File: config.mk
export PLATFORM = sky130hd
export DESIGN_NAME = fifo_drain
export DESIGN_NICKNAME = d
export VERILOG_FILES = /design/src/rtl/fifo_drain.sv
export SDC_FILE = /design/constraint.sdc
export NUM_CORES = 1
export LEC_CHECK = 0
export CORE_MARGIN = 1
export CORE_UTILIZATION = 60
export CTS_CLUSTER_DIAMETER = 50
export DETAILED_ROUTE_END_ITERATION = 16
export DONT_BUFFER_PORTS = 1
export GPL_ROUTABILITY_DRIVEN = 0
export PLACE_DENSITY = 0.76
export SETUP_SLACK_MARGIN = 0.15
export SKIP_CTS_REPAIR_TIMING = 1
export SYNTH_ARGS = -nofsm -noshare
export SYNTH_HDL_FRONTEND = slang
export SYNTH_SLANG_ARGS = --single-unit
File: constraint.sdc
create_clock -name clk -period 5.35 [get_ports clk]
set_input_delay 0.2675 -clock clk [delete_from_list [all_inputs] [get_ports clk]]
set_output_delay 0.2675 -clock clk [all_outputs]
set_load 0.01 [all_outputs]
File: src/rtl/fifo_drain.sv
// fifo_drain: reads words from an upstream FIFO into a 2-entry skid buffer
// and streams them downstream as fixed-length bursts.
module fifo_drain #(
    parameter int FIFO_WIDTH = 16,
    parameter int BURST_LEN  = 4
) (
    input  logic                  clk,
    input  logic                  rst,
    input  logic                  en,
    input  logic                  fifo_empty,
    input  logic [FIFO_WIDTH-1:0] fifo_data_out,
    input  logic                  fifo_underflow,
    output logic                  fifo_rd_en,
    output logic                  m_valid,
    input  logic                  m_ready,
    output logic [FIFO_WIDTH-1:0] m_data,
    output logic                  m_last,
    output logic                  busy,
    output logic [15:0]           words_out,
    output logic                  underflow_err
);
    typedef enum logic [1:0] {
        IDLE,
        RUN,
        DRAIN
    } state_e;

    localparam logic [7:0] LAST_BEAT = 8'(BURST_LEN - 1);

    state_e                state_q, state_d;
    logic [1:0]            occ_q, occ_d;
    logic                  inflight_q, inflight_d;
    logic [FIFO_WIDTH-1:0] head_q, head_d;
    logic [FIFO_WIDTH-1:0] tail_q, tail_d;
    logic [7:0]            beat_q, beat_d;
    logic [15:0]           words_q, words_d;
    logic                  err_q, err_d;
    logic                  pop;
    logic [2:0]            committed;

    assign pop       = m_valid & m_ready;
    // Slots already spoken for once this cycle's pop leaves.
    assign committed = {1'b0, occ_q} + {2'b00, inflight_q} - {2'b00, pop};

    assign fifo_rd_en    = (state_q == RUN) & ~fifo_empty & (committed < 3'd2);
    assign m_valid       = (occ_q != 2'd0);
    assign m_data        = head_q;
    assign m_last        = m_valid & (beat_q == LAST_BEAT);
    assign busy          = (state_q != IDLE);
    assign words_out     = words_q;
    assign underflow_err = err_q;

    always_comb begin
        state_d = state_q;
        unique case (state_q)
            IDLE: begin
                if (en) state_d = RUN;
            end
            RUN: begin
                if (!en) state_d = DRAIN;
            end
            DRAIN: begin
                if (en) begin
                    state_d = RUN;
                end else if (!inflight_q && occ_q == 2'd0) begin
                    state_d = IDLE;
                end
            end
            default: state_d = IDLE;
        endcase
    end

    always_comb begin
        head_d     = head_q;
        tail_d     = tail_q;
        occ_d      = occ_q;
        inflight_d = fifo_rd_en;
        unique case ({inflight_q, pop})
            2'b01: begin
                head_d = tail_q;
                occ_d  = occ_q - 2'd1;
            end
            2'b10: begin
                if (occ_q == 2'd0) head_d = fifo_data_out;
                else               tail_d = fifo_data_out;
                occ_d = occ_q + 2'd1;
            end
            2'b11: begin
                // Capture lands behind whatever stays after the pop.
                if (occ_q == 2'd1) begin
                    head_d = fifo_data_out;
                end else begin
                    head_d = tail_q;
                    tail_d = fifo_data_out;
                end
            end
            default: ;
        endcase
    end

    always_comb begin
        beat_d  = beat_q;
        words_d = words_q;
        err_d   = err_q | fifo_underflow;
        if (pop) begin
            beat_d  = (beat_q == LAST_BEAT) ? 8'd0 : beat_q + 8'd1;
            words_d = words_q + 16'd1;
        end
    end

    always_ff @(posedge clk or posedge rst) begin
        if (rst) begin
            state_q    <= IDLE;
            occ_q      <= 2'd0;
            inflight_q <= 1'b0;
            head_q     <= '0;
            tail_q     <= '0;
            beat_q     <= 8'd0;
            words_q    <= 16'd0;
            err_q      <= 1'b0;
        end else begin
            state_q    <= state_d;
            occ_q      <= occ_d;
            inflight_q <= inflight_d;
            head_q     <= head_d;
            tail_q     <= tail_d;
            beat_q     <= beat_d;
            words_q    <= words_d;
            err_q      <= err_d;
        end
    end
endmodule
==> results of run 1 <==
## cells in the mapped netlist (2+ instances only)
| cell type | count |
|---|---|
| and3_1 | 5 |
| xnor2_1 | 14 |
| o21ai_1 | 2 |
| nand2_1 | 32 |
| ha_1 | 7 |
| or2_2 | 2 |
| nand2b_1 | 3 |
| nand4_1 | 6 |
| buf_2 | 6 |
| o21ai_0 | 18 |
| a22oi_1 | 16 |
| nor2_1 | 6 |
| xor2_1 | 9 |
| mux2_2 | 16 |
| inv_1 | 9 |
| or3_1 | 2 |
| nand3_1 | 7 |
| dfrtp_1 | 62 |
## power groups by stage
stage          clock network (µW)  registers (µW)  logic, µW
2_1_floorplan                   0             777        378
3_3_place_gp                    0             805        424
3_5_place_dp                    0             812        442
4_1_cts                       432             804        444
5_1_grt                       447             827        505
6_report                      423             803        442
## cells in the final DEF, fill, tap and decap left out, types with 2 or more instances in the layout
cell type / instances
and3_1: 5
or3_1: 2
mux2_2: 16
or2_2: 2
a22oi_1: 16
o21ai_1: 2
xor2_1: 9
nor2_1: 6
nand2b_1: 3
nand4_1: 6
o21ai_0: 18
ha_1: 7
nand2_1: 32
xnor2_1: 14
dlygate4sd3_1: 2
nand3_1: 7
clkbuf_8: 12
buf_4: 2
inv_1: 8
dfrtp_1: 62
## state kept, by name, indices dropped and copies added, names as in the netlist
register and cells:
beat_q 8, words_out 16, occ_q 2, state_q 2
inflight_q 1, tail_q 16, m_data 16, underflow_err 1
## stage by stage
stage          worst slack, ns  total power, µW  hold WS (ns)  area (µm²)
2_1_floorplan             2.33             1150         0.331        2750
3_5_place_dp              1.98             1250         0.247        2790
4_1_cts                   1.61             1680        -0.122        3000
6_report                  1.64             1670        0.0426        3020
3_3_place_gp              2.13             1230         0.231        2790
5_1_grt                   1.39             1780        0.0342        3020
## worst paths after layout
check	to	slack (ns)
worst max register to register	inflight_q$_DFF_PP0_	2.07
worst min-delay path	underflow_err$_DFF_PP0_	0.04
max in group asynchronous	occ_q[1]$_DFFE_PP0N_	4.07
worst max-delay path	fifo_rd_en	1.64
min in group asynchronous	words_out[8]$_DFFE_PP0P_	0.44
worst min register to register	beat_q[7]$_DFFE_PP0P_	0.48
## metal layers
metal  vias to the layer above  routed length, µm  track usage [%]  part of all wire (%)
li1                        838                  -                -                     -
met2                        52               2210             32.7                    47
met3                        10                338             9.01                   7.2
met1                       870               2060             26.6                    44
met5                         -                  0                0                     0
met4                         0                 94             9.33                   2.0
## worst register-to-register path: cells and delay by family (launching register included)
family	cells	cell delay, ns
adders and majority gates	3	1.00
xor gates and xnor gates	1	0.15
DFF	1	0.43
and+or+nand+nor	3	0.89
buffers and inverters	3	0.63
## layout make-up
cell class                 count  area (µm²)
timing repair buffer           4        35.0
clock inverter                 3        42.5
multi-input combinational    160        1130
sequential                    62        1550
tap                           52        65.1
clock buffer                  12         165
inverter                       9        33.8
fill                         325        1360
## cell families after synthesis
logic type	Yosys count
buf+inv	17
fa+ha+maj	8
flops	62
simple gates	71
mux	17
compound gates	41
xor+xnor	23
==> impl_metrics.tcl, run 1 <==
set metrics [dict create \
    status "complete, no violations" \
    yosysWarningCount 0 \
    leakage_uw 0.00142 \
    startpoint_type "flop" \
    seq_area_frac_synth_pct 56.4 \
    synth-async-reset-ratio_pct 100 \
    hp-class "input port to flop" \
    p_seq_share_pct 48.2 \
    p_clk_share_pct 25.4 \
    power_density_mw_per_mm2 552 \
    ant_nets 0 \
    cp_cell_sequence "inv_1 > ha_1 > inv_1 > nand2_2 > inv_1 > ha_1 > nand2b_1 > fa_1 > xor2_1 > nor4b_1" \
    fin_cells 302 \
    end_kind "output pin" \
    overflow 0 \
    drt-pass1-iter-count 4 \
    die_w_um 69.7 \
    synth_xor_area_share_pct 7.32 \
    p_int_uw 1100 \
    synth_fa_ha_area_share_pct 3.91 \
    num_io_pins 59 \
    grt_use_total_pct 21.4 \
    clock_skew_ns 0.00573 \
    h-tree-depth 3 \
    critPathKind "flop to output pin" \
    viasPerCell 5.86 \
    yosys.area.top_type "dfrtp_1" \
    post-route-util_pct 68.9 \
    min_from "fifo_underflow" \
    final-setup-viol-count 0 \
    max_slew_margin_pct 22.9 \
    cts.clk_slew.worst_paths_ns 0.06 \
    antenna_found_initial 0 \
    die-area_mm2 0.00486 \
    rr_startpoint "occ_q[1]$_DFFE_PP0N_" \
    tightest_slew_ns 1.16 \
    core.rowCount 24 \
    setup_tns_ns 0 \
    cts_buffers 9 \
    routed_wl_mm 4.71 \
    numClockSinks 62 \
    syn_nets 269 \
    synth.mux.area_fraction_pct 6.91 \
    yosysTopAreaCellShare_pct 56.4 \
    coreArea_mm2 0.00438 \
    dpl.cell_count 285 \
    cp.depth 10 \
    dp_hpwl_mm 3.19 \
    switchingPower_uw 569 \
    wl_per_cell_um 15.6 \
    drt_iter0_markers 55 \
    synth_cell_types 35 \
    grt_max_degree 36 \
    synth_area_mm2 0.00275 \
    yosys-top-cells-area "dfrtp_1 (56%), mux2_2 (6.5%), xnor2_1 (4.5%)" \
    ys_seq_elements 62 \
    crit_family "adder cells" \
    synth.avg_cell_area_um2 11.5 \
    grt_pass1_vias 1724 \
    crit_path_top_delay_cell "nor4b_1" \
    vdd.ir_drop.worst_mv 0.307 \
    port_buffers 0 \
    fin_crit_sh_pct 69.3 \
    final_nets 276 \
    min_delay_path_depth 1 \
    worstPathMaxFanout 14 \
    synth_ff_type "dfrtp_1" \
    antenna_cells 0 \
    hold_viol 0 \
    combPwrFrac_pct 26.5 \
    vias 1770 \
    period_needed_ns 3.71 \
    grt_setup_unrepaired "false" \
    layout-drive-gt1-share_pct 16.4 \
    setup.worst_path.start "occ_q[1]$_DFFE_PP0N_" \
    worstPathArrival_ns 3.44 \
    synth-edff-count 0 \
    synth_compound_area_share_pct 9.50 \
    post-route-drc-count 0 \
    fp.dieH_um 69.7 \
    synthCells 239 \
    initial_core_util_pct 62.8 \
    synth_top_family_by_area "simple AND/OR/NAND/NOR gates" \
    rr_worst_depth 10 \
    fmax_mhz 270 \
    cts_tree "built" \
    critPathMaxStageDelay_ns 0.60 \
    slew_viol_final 0 \
    grt_pass1_wl_mm 7.98 \
    synthSimpleGateAreaFrac_pct 13.4 \
    critPathRequiredTime_ns 5.08 \
    clockBufferDepth 2 \
    clockRootBuffer "clkbuf_8" \
    cap_violations 0 \
    syn_to_final_growth_pct 9.77 \
    cp.buffers_inverters 3 \
    swShare_pct 34.1 \
    crit_path_frequent_cell "inv_1" \
    clkLatencyLatePin_ns 0.34 \
]
No activity file was read; power rests on OpenSTA's default activity.
==> inputs of run 2 (changes only) <==
ABC_AREA = 1   (was default)
CORE_UTILIZATION = 57   (was 60)
PLACE_DENSITY = 0.75   (was 0.76)
clock period = 3.3 ns   (was 5.35 ns; I/O delays follow)
==> impl_metrics.tcl, run 2 <==
set metrics [dict create \
    tightest_slew_ns 0.873 \
    clock_skew_ns 0.00586 \
    antenna_cells 0 \
    rrSetupSlack_ns 0.70 \
    cap_violations 0 \
    numClockSinks 62 \
    synth_ff_type "dfrtp_1" \
    ys_seq_elements 62 \
    critPathCapture "fifo_rd_en" \
    initial_core_util_pct 59.7 \
    port_buffers 0 \
    worstReg2RegEnd "inflight_q$_DFF_PP0_" \
    die_w_um 75.4 \
    grt_pass1_wl_mm 9.34 \
    max_slew_margin_pct 41.7 \
    yosysWarningCount 0 \
    h-tree-depth 3 \
    end_kind "output pin" \
    antenna_found_initial 0 \
    clkLatencyLatePin_ns 0.33 \
    failed_checks "hold timing" \
    fmax_mhz 339 \
    synth-async-reset-ratio_pct 100 \
    syn_to_final_growth_pct 12.6 \
    clockBufferDepth 2 \
    busiest_layer "met2" \
    coreArea_mm2 0.00514 \
    final_nets 412 \
    grt_max_degree 43 \
    grt_use_total_pct 22.2 \
    hold_viol 13 \
    layout_commonest_cell "nand2_1" \
    synth.avg_cell_area_um2 8.46 \
    synth_area_mm2 0.00307 \
    yosysTopAreaCellShare_pct 50.5 \
    die-area_mm2 0.00568 \
    critPathKind "flop to output pin" \
    worstPathMaxFanout 4 \
    drt-pass1-iter-count 4 \
    ant_nets 0 \
    fp.dieH_um 75.4 \
    vdd.ir_drop.worst_mv 0.651 \
    period_needed_ns 2.95 \
    num-fill-cells 448 \
    worstPathArrival_ns 2.78 \
    status "complete, but fails checks" \
    syn_nets 393 \
    rr_worst_depth 8 \
    use_met3_pct 6.22 \
    synth_cell_types 31 \
    clockRootBuffer "clkbuf_8" \
    setup_tns_ns 0 \
    viasPerCell 5.09 \
    vias 2314 \
    critPathRequiredTime_ns 3.13 \
    wl_per_cell_um 12.7 \
    core.rowCount 26 \
    yosys.area.top_type "dfrtp_1" \
    leakage_uw 0.00169 \
    hp-class "input port to flop" \
    rr_startpoint "occ_q[1]$_DFFE_PP0N_" \
    layout_common_cells "nand2_1 (89), dfrtp_1 (62), inv_1 (48)" \
    yosys-top-cells-count "nand2_1 (89), dfrtp_1 (62), inv_1 (49)" \
    setup.worst_path.start "occ_q[1]$_DFFE_PP0N_" \
    cts_tree "built" \
    drt_iter0_markers 111 \
    post-route-util_pct 67.3 \
    grtUsageMet2_pct 37.5 \
    power_density_mw_per_mm2 808 \
    routed_wl_mm 5.80 \
    yosys-top-cells-area "dfrtp_1 (51%), nand2_1 (11%), inv_1 (6.0%)" \
    layout-drive-gt1-share_pct 8.83 \
    cts_buffers 9 \
    num_io_pins 59 \
    grt_use_met1_pct 25.9 \
    cts.clk_slew.worst_paths_ns 0.06 \
    fin_crit_sh_pct 89.3 \
    post-route-drc-count 0 \
    grt_setup_unrepaired "false" \
    synthCells 363 \
    holdWs_ns -0.0234 \
    slew_viol_final 0 \
    seq_area_frac_synth_pct 50.5 \
    final-setup-viol-count 0 \
    dp_hpwl_mm 3.97 \
    grt_pass1_vias 2175 \
    startpoint_type "flop" \
    overflow 0 \
    synth-edff-count 0 \
    synth.most_common_cell "nand2_1" \
]
==> run 2: cell count changes in the layout (fill, tap and decap cells not counted), sizes merged, moves of 22 or more <==
cell   delta
nand2    +60
inv      +42
nor2     +33
nand3    +22
==> run 2: final cells by class <==
| cell class | instances | area, µm² | area share, % |
|---|---|---|---|
| flip-flops and latches | 62 | 1550 | 44.9 |
| clock inverters | 1 | 30.0 | 0.869 |
| repair buffers | 19 | 183 | 5.28 |
| well taps | 70 | 87.6 | 2.53 |
| inverters | 51 | 194 | 5.61 |
| clock buffers | 13 | 159 | 4.60 |
| multi-input cells | 239 | 1250 | 36.2 |
==> run 2: critical path, stage by stage (launching register included) <==
cell     delay, ns
dfrtp_1       0.43
inv_1         0.09
ha_1          0.24
nor2_1        0.17
ha_1          0.29
or2_2         0.32
fa_1          0.48
nand2_1       0.06
nor4_2        0.38
==> run 2: cell families (layout without fill, tap and decap cells) <==
kind of cell | Yosys count | count (layout) | share of synthesized area, %
AND/OR/NAND/NOR | 173 | 173 | 24.3
AO/OA/AOI/OAI | 44 | 44 | 8.76
adder cells (fa/ha/maj) | 8 | 8 | 3.50
buffers and inverters | 62 | 84 | 8.88
flip-flops | 62 | 62 | 50.5
XOR/XNOR | 14 | 14 | 3.99
==> run 2: where the power goes <==
part | switching [µW] | internal, µW | leakage [µW] | total, µW
Sequential | 288 | 1040 | 0.000745 | 1330
Combinational | 484 | 337 | 0.000851 | 821
Clock | 261 | 383 | 0.0000956 | 644
Total | 1030 | 1760 | 0.00169 | 2790
==> run 2: worst min path at each step <==
stage / cells past startpoint / from / slack (ns) / end
3_3_place_gp: 1 / rst / 0.27 / words_out[1]$_DFFE_PP0P_
5_1_grt: 2 / fifo_data_out[11] / 0.0007 / tail_q[11]$_DFFE_PP0P_
6_report: 2 / fifo_data_out[6] / -0.02 / tail_q[6]$_DFFE_PP0P_
3_5_place_dp: 1 / rst / 0.28 / words_out[2]$_DFFE_PP0P_
2_1_floorplan: 1 / fifo_underflow / 0.28 / underflow_err$_DFF_PP0_
4_1_cts: 1 / rst / -0.08 / words_out[14]$_DFFE_PP0P_
==> run 2: per-layer routing <==
layer	vias to the layer above	part of all wire, %
li1	1187	-
met1	1064	44
met2	54	48
met3	9	6.3
met4	0	1.8
met5	-	0
==> run 2: through the flow <==
stage                     hold WS (ns)  cells  total power (µW)  cell area (µm²)  worst slack [ns]
final                          -0.0234    455              2790             3460             0.352
after global routing          0.000726    455              3030             3460             0.170
after CTS                      -0.0802    439              2810             3290             0.165
after detailed placement         0.280    425              2150             3100             0.513
after global placement           0.271    425              2100             3100             0.601
after floorplan                  0.277    363              2000             3070             0.526
